**src/rtl/uart_pkg.sv**
```systemverilog
// Shared types and constants for the parametrised UART receiver.
package uart_pkg;

    typedef enum logic [2:0] {
        IDLE,
        START,
        DATA,
        PARITY,
        STOP,
        PUSH
    } state_t;

    localparam logic [1:0] PAR_NONE = 2'b00;
    localparam logic [1:0] PAR_EVEN = 2'b01;
    localparam logic [1:0] PAR_ODD  = 2'b10;

    // Occupancy needs one more bit than the pointers so that "full" is representable.
    function automatic int level_w(input int depth);
        return $clog2(depth) + 1;
    endfunction

endpackage

```
**src/rtl/uart_rx_fifo.sv**
```systemverilog
// Synchronous first-word-fall-through FIFO; head reads as 0 while empty.
module uart_rx_fifo
    import uart_pkg::*;
#(
    parameter int DATA_W     = 8,
    parameter int FIFO_DEPTH = 16
) (
    input  logic                           clk,
    input  logic                           rst,
    input  logic                           push,
    input  logic [DATA_W-1:0]              wdata,
    input  logic                           pop,
    output logic [DATA_W-1:0]              rdata,
    output logic                           full,
    output logic                           empty,
    output logic [level_w(FIFO_DEPTH)-1:0] level
);
    localparam int LVL_W = level_w(FIFO_DEPTH);
    localparam int PTR_W = $clog2(FIFO_DEPTH);

    logic [DATA_W-1:0] mem [FIFO_DEPTH];
    logic [PTR_W-1:0]  wr_ptr, rd_ptr;
    logic [LVL_W-1:0]  count;
    logic              wr_en, rd_en;

    assign full  = (count == LVL_W'(FIFO_DEPTH));
    assign empty = (count == '0);
    assign level = count;
    assign wr_en = push && (!full || pop);
    assign rd_en = pop && !empty;
    assign rdata = empty ? '0 : mem[rd_ptr];

    always_ff @(posedge clk or posedge rst) begin
        if (rst) begin
            wr_ptr <= '0;
            rd_ptr <= '0;
            count  <= '0;
        end else begin
            if (wr_en) wr_ptr <= wr_ptr + PTR_W'(1);
            if (rd_en) rd_ptr <= rd_ptr + PTR_W'(1);
            case ({wr_en, rd_en})
                2'b10:   count <= count + LVL_W'(1);
                2'b01:   count <= count - LVL_W'(1);
                default: ;
            endcase
        end
    end

    // NOTE: storage is deliberately left out of reset; the pointers and count alone define validity.
    always_ff @(posedge clk) begin
        if (wr_en) mem[wr_ptr] <= wdata;
    end

endmodule

```
**src/rtl/uart_rx_param.sv**
```systemverilog
// UART receiver: synchroniser, frame FSM, sticky error flags, idle timeout and irq, feeding a FWFT FIFO.
module uart_rx_param
    import uart_pkg::*;
#(
    parameter int DATA_W     = 8,
    parameter int FIFO_DEPTH = 16,
    parameter int CNT_W      = 32,
    parameter int TIMEOUT    = 50000
) (
    input  logic                           clk,
    input  logic                           rst,
    input  logic [CNT_W-1:0]               clk_div,
    input  logic [1:0]                     cfg_parity,
    input  logic                           cfg_stop2,
    input  logic                           rx,
    input  logic                           rx_pop,
    input  logic                           err_clr,
    output logic [DATA_W-1:0]              rx_data,
    output logic                           rx_valid,
    output logic                           rx_full,
    output logic [level_w(FIFO_DEPTH)-1:0] rx_level,
    output logic                           frame_err,
    output logic                           parity_err,
    output logic                           overrun,
    output logic                           busy,
    output logic                           irq
);
    localparam int LVL_W = level_w(FIFO_DEPTH);
    localparam int IDX_W = (DATA_W > 1) ? $clog2(DATA_W) : 1;
    localparam int TO_W  = $clog2(TIMEOUT + 1);

    logic              rx_meta, rx_s;
    state_t            state, state_nxt;
    logic [CNT_W-1:0]  div_q, cnt;
    logic [1:0]        par_q;
    logic              stop2_q, perr;
    logic [IDX_W-1:0]  idx;
    logic [DATA_W-1:0] shreg;
    logic [TO_W-1:0]   idle_cnt;
    logic              fifo_empty, tick, par_en, start_det, pop_eff, idle_inc;
    logic              do_push, set_ferr, set_perr, set_ovr, full_evt, timeout_evt;

    // NOTE: the synchroniser resets to 1 (line idle) so reset release never looks like a start bit.
    always_ff @(posedge clk or posedge rst) begin
        if (rst) begin
            rx_meta <= 1'b1;
            rx_s    <= 1'b1;
        end else begin
            rx_meta <= rx;
            rx_s    <= rx_meta;
        end
    end

    assign par_en      = (par_q == PAR_EVEN) || (par_q == PAR_ODD);
    assign tick        = (state == START) ? (cnt == (div_q >> 1) - CNT_W'(1))
                                          : (cnt == div_q - CNT_W'(1));
    assign start_det   = (state == IDLE) && !rx_s;
    assign rx_valid    = !fifo_empty;
    assign pop_eff     = rx_pop && rx_valid;
    assign busy        = state inside {START, DATA, PARITY, STOP};
    assign idle_inc    = (state == IDLE) && rx_s && rx_valid && (idle_cnt != TO_W'(TIMEOUT));
    assign timeout_evt = idle_inc && !rx_pop && (idle_cnt == TO_W'(TIMEOUT - 1));
    assign full_evt    = do_push && !pop_eff && (rx_level == LVL_W'(FIFO_DEPTH - 1));

    always_ff @(posedge clk or posedge rst) begin
        if (rst) state <= IDLE;
        else     state <= state_nxt;
    end

    // NOTE: every output of this block gets a default first so no path can infer a latch.
    always_comb begin
        state_nxt = state;
        do_push   = 1'b0;
        set_ferr  = 1'b0;
        set_perr  = 1'b0;
        set_ovr   = 1'b0;
        case (state)
            IDLE:   if (!rx_s) state_nxt = START;
            START:  if (tick) state_nxt = rx_s ? IDLE : DATA;
            DATA:   if (tick && idx == IDX_W'(DATA_W - 1)) state_nxt = par_en ? PARITY : STOP;
            PARITY: if (tick) state_nxt = STOP;
            STOP: begin
                if (tick) begin
                    if (!rx_s) begin
                        set_ferr  = 1'b1;
                        state_nxt = IDLE;
                    end else if (!stop2_q) begin
                        state_nxt = PUSH;
                    end
                end
            end
            PUSH: begin
                state_nxt = IDLE;
                if (perr)                 set_perr = 1'b1;
                else if (rx_full && !rx_pop) set_ovr = 1'b1;
                else                      do_push  = 1'b1;
            end
            default: state_nxt = IDLE;
        endcase
    end

    // Frame configuration is captured at start detect, so mid-frame changes wait for the next frame.
    always_ff @(posedge clk or posedge rst) begin
        if (rst) begin
            div_q   <= '0;
            par_q   <= PAR_NONE;
            stop2_q <= 1'b0;
            perr    <= 1'b0;
            cnt     <= '0;
            idx     <= '0;
            shreg   <= '0;
        end else if (state == IDLE) begin
            cnt <= '0;
            idx <= '0;
            if (!rx_s) begin
                div_q   <= clk_div;
                par_q   <= cfg_parity;
                stop2_q <= cfg_stop2;
                perr    <= 1'b0;
            end
        end else if (busy) begin
            cnt <= tick ? '0 : cnt + CNT_W'(1);
            if (tick) begin
                case (state)
                    DATA: begin
                        shreg[idx] <= rx_s;
                        idx        <= idx + IDX_W'(1);
                    end
                    PARITY:  perr    <= (^shreg) ^ rx_s ^ (par_q == PAR_ODD);
                    STOP:    stop2_q <= 1'b0;
                    default: ;
                endcase
            end
        end
    end

    // A flag being set in the same cycle as err_clr stays set.
    always_ff @(posedge clk or posedge rst) begin
        if (rst) begin
            frame_err  <= 1'b0;
            parity_err <= 1'b0;
            overrun    <= 1'b0;
            irq        <= 1'b0;
            idle_cnt   <= '0;
        end else begin
            frame_err  <= set_ferr | (frame_err & ~err_clr);
            parity_err <= set_perr | (parity_err & ~err_clr);
            overrun    <= set_ovr | (overrun & ~err_clr);
            irq        <= full_evt | timeout_evt | (set_ferr & ~frame_err)
                        | (set_perr & ~parity_err) | (set_ovr & ~overrun);
            if (start_det || rx_pop) idle_cnt <= '0;
            else if (idle_inc)       idle_cnt <= idle_cnt + TO_W'(1);
        end
    end

    uart_rx_fifo #(
        .DATA_W    (DATA_W),
        .FIFO_DEPTH(FIFO_DEPTH)
    ) u_fifo (
        .clk  (clk),
        .rst  (rst),
        .push (do_push),
        .wdata(shreg),
        .pop  (rx_pop),
        .rdata(rx_data),
        .full (rx_full),
        .empty(fifo_empty),
        .level(rx_level)
    );

endmodule

```
**config.mk**
```make
export PLATFORM = sky130hd
export DESIGN_NAME = uart_rx_param
export DESIGN_NICKNAME = d
export VERILOG_FILES = /design/src/rtl/uart_pkg.sv /design/src/rtl/uart_rx_fifo.sv /design/src/rtl/uart_rx_param.sv
export SDC_FILE = /design/constraint.sdc
export NUM_CORES = 1
export LEC_CHECK = 0
export CAP_MARGIN = 20
export CORE_ASPECT_RATIO = 1.2
export CORE_MARGIN = 8
export CORE_UTILIZATION = 35
export DETAILED_ROUTE_END_ITERATION = 8
export PLACE_DENSITY = 0.63
export SLEW_MARGIN = 30
export SYNTH_ARGS = -nofsm -noshare
export SYNTH_HDL_FRONTEND = slang
export SYNTH_SLANG_ARGS = --single-unit
export TNS_END_PERCENT = 5
```
**constraint.sdc**
```tcl
create_clock -name clk -period 11.5 [get_ports clk]
set_input_delay 2.3 -clock clk [delete_from_list [all_inputs] [get_ports clk]]
set_output_delay 2.3 -clock clk [all_outputs]
set_load 0.05 [all_outputs]
```
==> out/metrics.cfg <==
[run_status]
status = complete, no violations

[floorplanning]
die_area_um2 = 41590
die_w_um = 187.5
die-height_um = 221.8
initial_core_util_pct = 35.39
rows = 75
core_area_um2 = 34910
pin_count = 60

[power_and_ir_drop]
p_total_mw = 2.319
max-vdd-ir-drop_uv = 109.6
comb_power_share_pct = 16.4
p_switching_mw = 0.6505
p_per_area_nw_per_um2 = 161.2
pwr-share-seq_pct = 44.2
p_int_mw = 1.668
power_leakage_nw = 5.748
power.share.switching_pct = 28.06
clockPowerShare_pct = 39.4

[critical_path]
crit_chain = mux4_2 -> mux4_2 -> and2_1 -> clkdlybuf4s50_1
worstPathMaxFanout = 35
worst_path_largest_cell_delay_ps = 860
critPathCaptureType = output port
cp.required_ps = 9200
critical_path_class = reg -> out
cp_common_cell = mux4_2
arrival_ps = 3410
worst_path_max_delay_cell = dfrtp_4
start_kind = flop
r2r-start = state[1]
worstSetupStartpoint = u_fifo.rd_ptr[0]

[sta]
fin_crit_ps = 5706
setup_viol = 0
setup_tns_ps = 0
period_share_pct = 49.62
hold_viol_final = 0
maxSlewHeadroom_pct = 33.65
skew_ps = 22.41
fmax_ghz = 0.1752
tightest_slew_ps = 991.6
rsz0062_at_grt = false
finalMaxSlewViolations = 0

[logic_synthesis]
ys.flop_type = edfxtp_1
yosys_register_bits = 245
syn_nets = 1120
synth-simple-area-share_pct = 16.44
muxShareOfSynthArea_pct = 10.68
synth_compound_area_share_pct = 5.946
synth_cell_types = 73
ys_async_sr_fraction_pct = 47.76
seq_area_frac_synth_pct = 54.84
synth-edff-count = 128
avgSynthCellArea_um2 = 11.62
netlist_area_um2 = 12350
yosysWarnings = 0
synth_adder_area_share_pct = 1.874
synth_xor_area_share_pct = 7.232
synth_top_family_by_area = simple AND/OR/NAND/NOR gates
netlist_instances = 1063

[layout]
area.growth.synth_to_final_pct = 16.44
multi_input_area_um2 = 5248
diodes = 0
nFillCells = 3341
nets = 1158
seq_area_um2 = 6778
final_layout_size_suffix_gt1_share_pct = 11.32

[cts]
cts_root_buffer = clkbuf_16
cts.path.max_buffers = 3
clock_sinks = 245
clock_latency_ps = 560
cts_tree = done
cts.htree.levels = 1
numCtsBuffers = 27
ctsResizeCount = 0
hold_buffers = 0
cts_setup_buffers = 0
cts.clk_slew.worst_paths_ps = 60

[worst_hold_path]
hp-start = rx_meta
hp-class = reg -> reg

[routing]
drtIter0Drc = 437
dr.pass1.iters = 5
ant_nets = 0
drc = 0
vias = 8142
wl_per_cell_um = 18.31
vias_per_cell = 5.140
drt_wl_total_um = 29010

[placement]
gp_congestion = 0.8564
hpwlAfterDp_um = 19340
port_buffers = 59

[grt]
grt_antenna_before_repair = 0
grt_overflow = 0
grt_pass1_wl_um = 46490
grt_pass1_vias = 8271
grt_max_degree = 73
grt_usage_pct = 13.78

[job]
drv_cap = 0

## metrics by stage
step	setup WS, ps	hold WS [ps]	area [µm²]	std cells	utilization, %
2_1_floorplan	6103	345.2	12350	1063	-
3_3_place_gp	6089	369.2	13390	1533	38.35
3_5_place_dp	6041	369.0	13390	1533	38.37
4_1_cts	5729	381.4	14350	1583	41.11
5_1_grt	5646	384.6	14380	1584	41.20
6_report	5794	379.6	14380	1584	41.20
## registers in the layout (all words and copies together) (netlist names), 2 cells and up
name,count
cnt,32
div_q,32
idle_cnt,16
idx,3
par_q,2
shreg,8
state,3
u_fifo.level,5
u_fifo.mem,128
u_fifo.rd_ptr,4
u_fifo.wr_ptr,4
## layout by cell type (no fill, tap or decap), types with 22 or more instances in the layout
cell type,n
o21ai_0,22
xnor2_1,63
xor2_1,39
edfxtp_1,128
nor2_1,79
nand3_1,39
nand2_1,155
mux2i_1,29
clkbuf_16,29
clkdlybuf4s50_1,59
inv_1,32
mux4_2,40
dfrtp_1,114
## power by group through the flow
stage	registers [mW]	logic [mW]	clock network, mW
after floorplan	1.01	0.303	0
after CTS	1.03	0.386	0.933
final	1.03	0.381	0.913
after global placement	1.04	0.379	0
after detailed placement	1.05	0.384	0
after global routing	1.04	0.409	0.969
## critical path: cells and delay by family (launching register included)
kind                   cells  cell delay [ps]
buffers and inverters      1              700
muxes                      2             1090
DFF                        1              860
and+or+nand+nor            1              180
## area by class of cell
type | instances | area share [%]
timing repair buffer | 70 | 4.845
multi-input combinational | 724 | 36.48
clock buffer | 33 | 5.219
sequential | 245 | 47.12
inverter | 33 | 0.8786
tap | 462 | 4.019
clock inverter | 17 | 1.435
## path summary, 6_finish.rpt
path	slack, ps	end	cells past startpoint
setup reg to reg	6080	shreg[1]	12
hold / removal	380	rx_s	0
setup / recovery	5790	rx_data[4]	4
hold reg to reg	380	rx_s	0
max in group asynchronous	8230	u_fifo.rd_ptr[0]	3
min in group asynchronous	2160	div_q[24]	2
## synth_stat cells, types with 25 or more instances
cell / count / area (µm²)
clkbuf_1: 43 / 161.4
dfrtp_1: 115 / 2878
edfxtp_1: 128 / 3844
inv_1: 33 / 123.9
mux2i_1: 29 / 290.3
mux4_2: 40 / 900.9
nand2_1: 155 / 581.8
nand3_1: 39 / 195.2
nor2_1: 82 / 307.8
nor3_1: 25 / 125.1
xnor2_1: 63 / 551.8
xor2_1: 39 / 341.6
## layer usage
layer,wire (µm),GRT usage (%),vias up
li1,-,-,3916
met1,12200,17.10,4029
met2,15150,24.84,155
met3,1078,1.919,42
met4,580,3.461,0
met5,0,0,-
## kinds of logic after synthesis
| group | after synthesis |
|---|---|
| adder cells (fa/ha/maj) | 18 |
| XOR/XNOR | 102 |
| buffers and inverters | 94 |
| flip-flops | 245 |
| AND/OR/NAND/NOR | 419 |
| AO/OA/AOI/OAI | 105 |
| multiplexers | 80 |
Note: power is estimated with default switching activity, not from simulation.
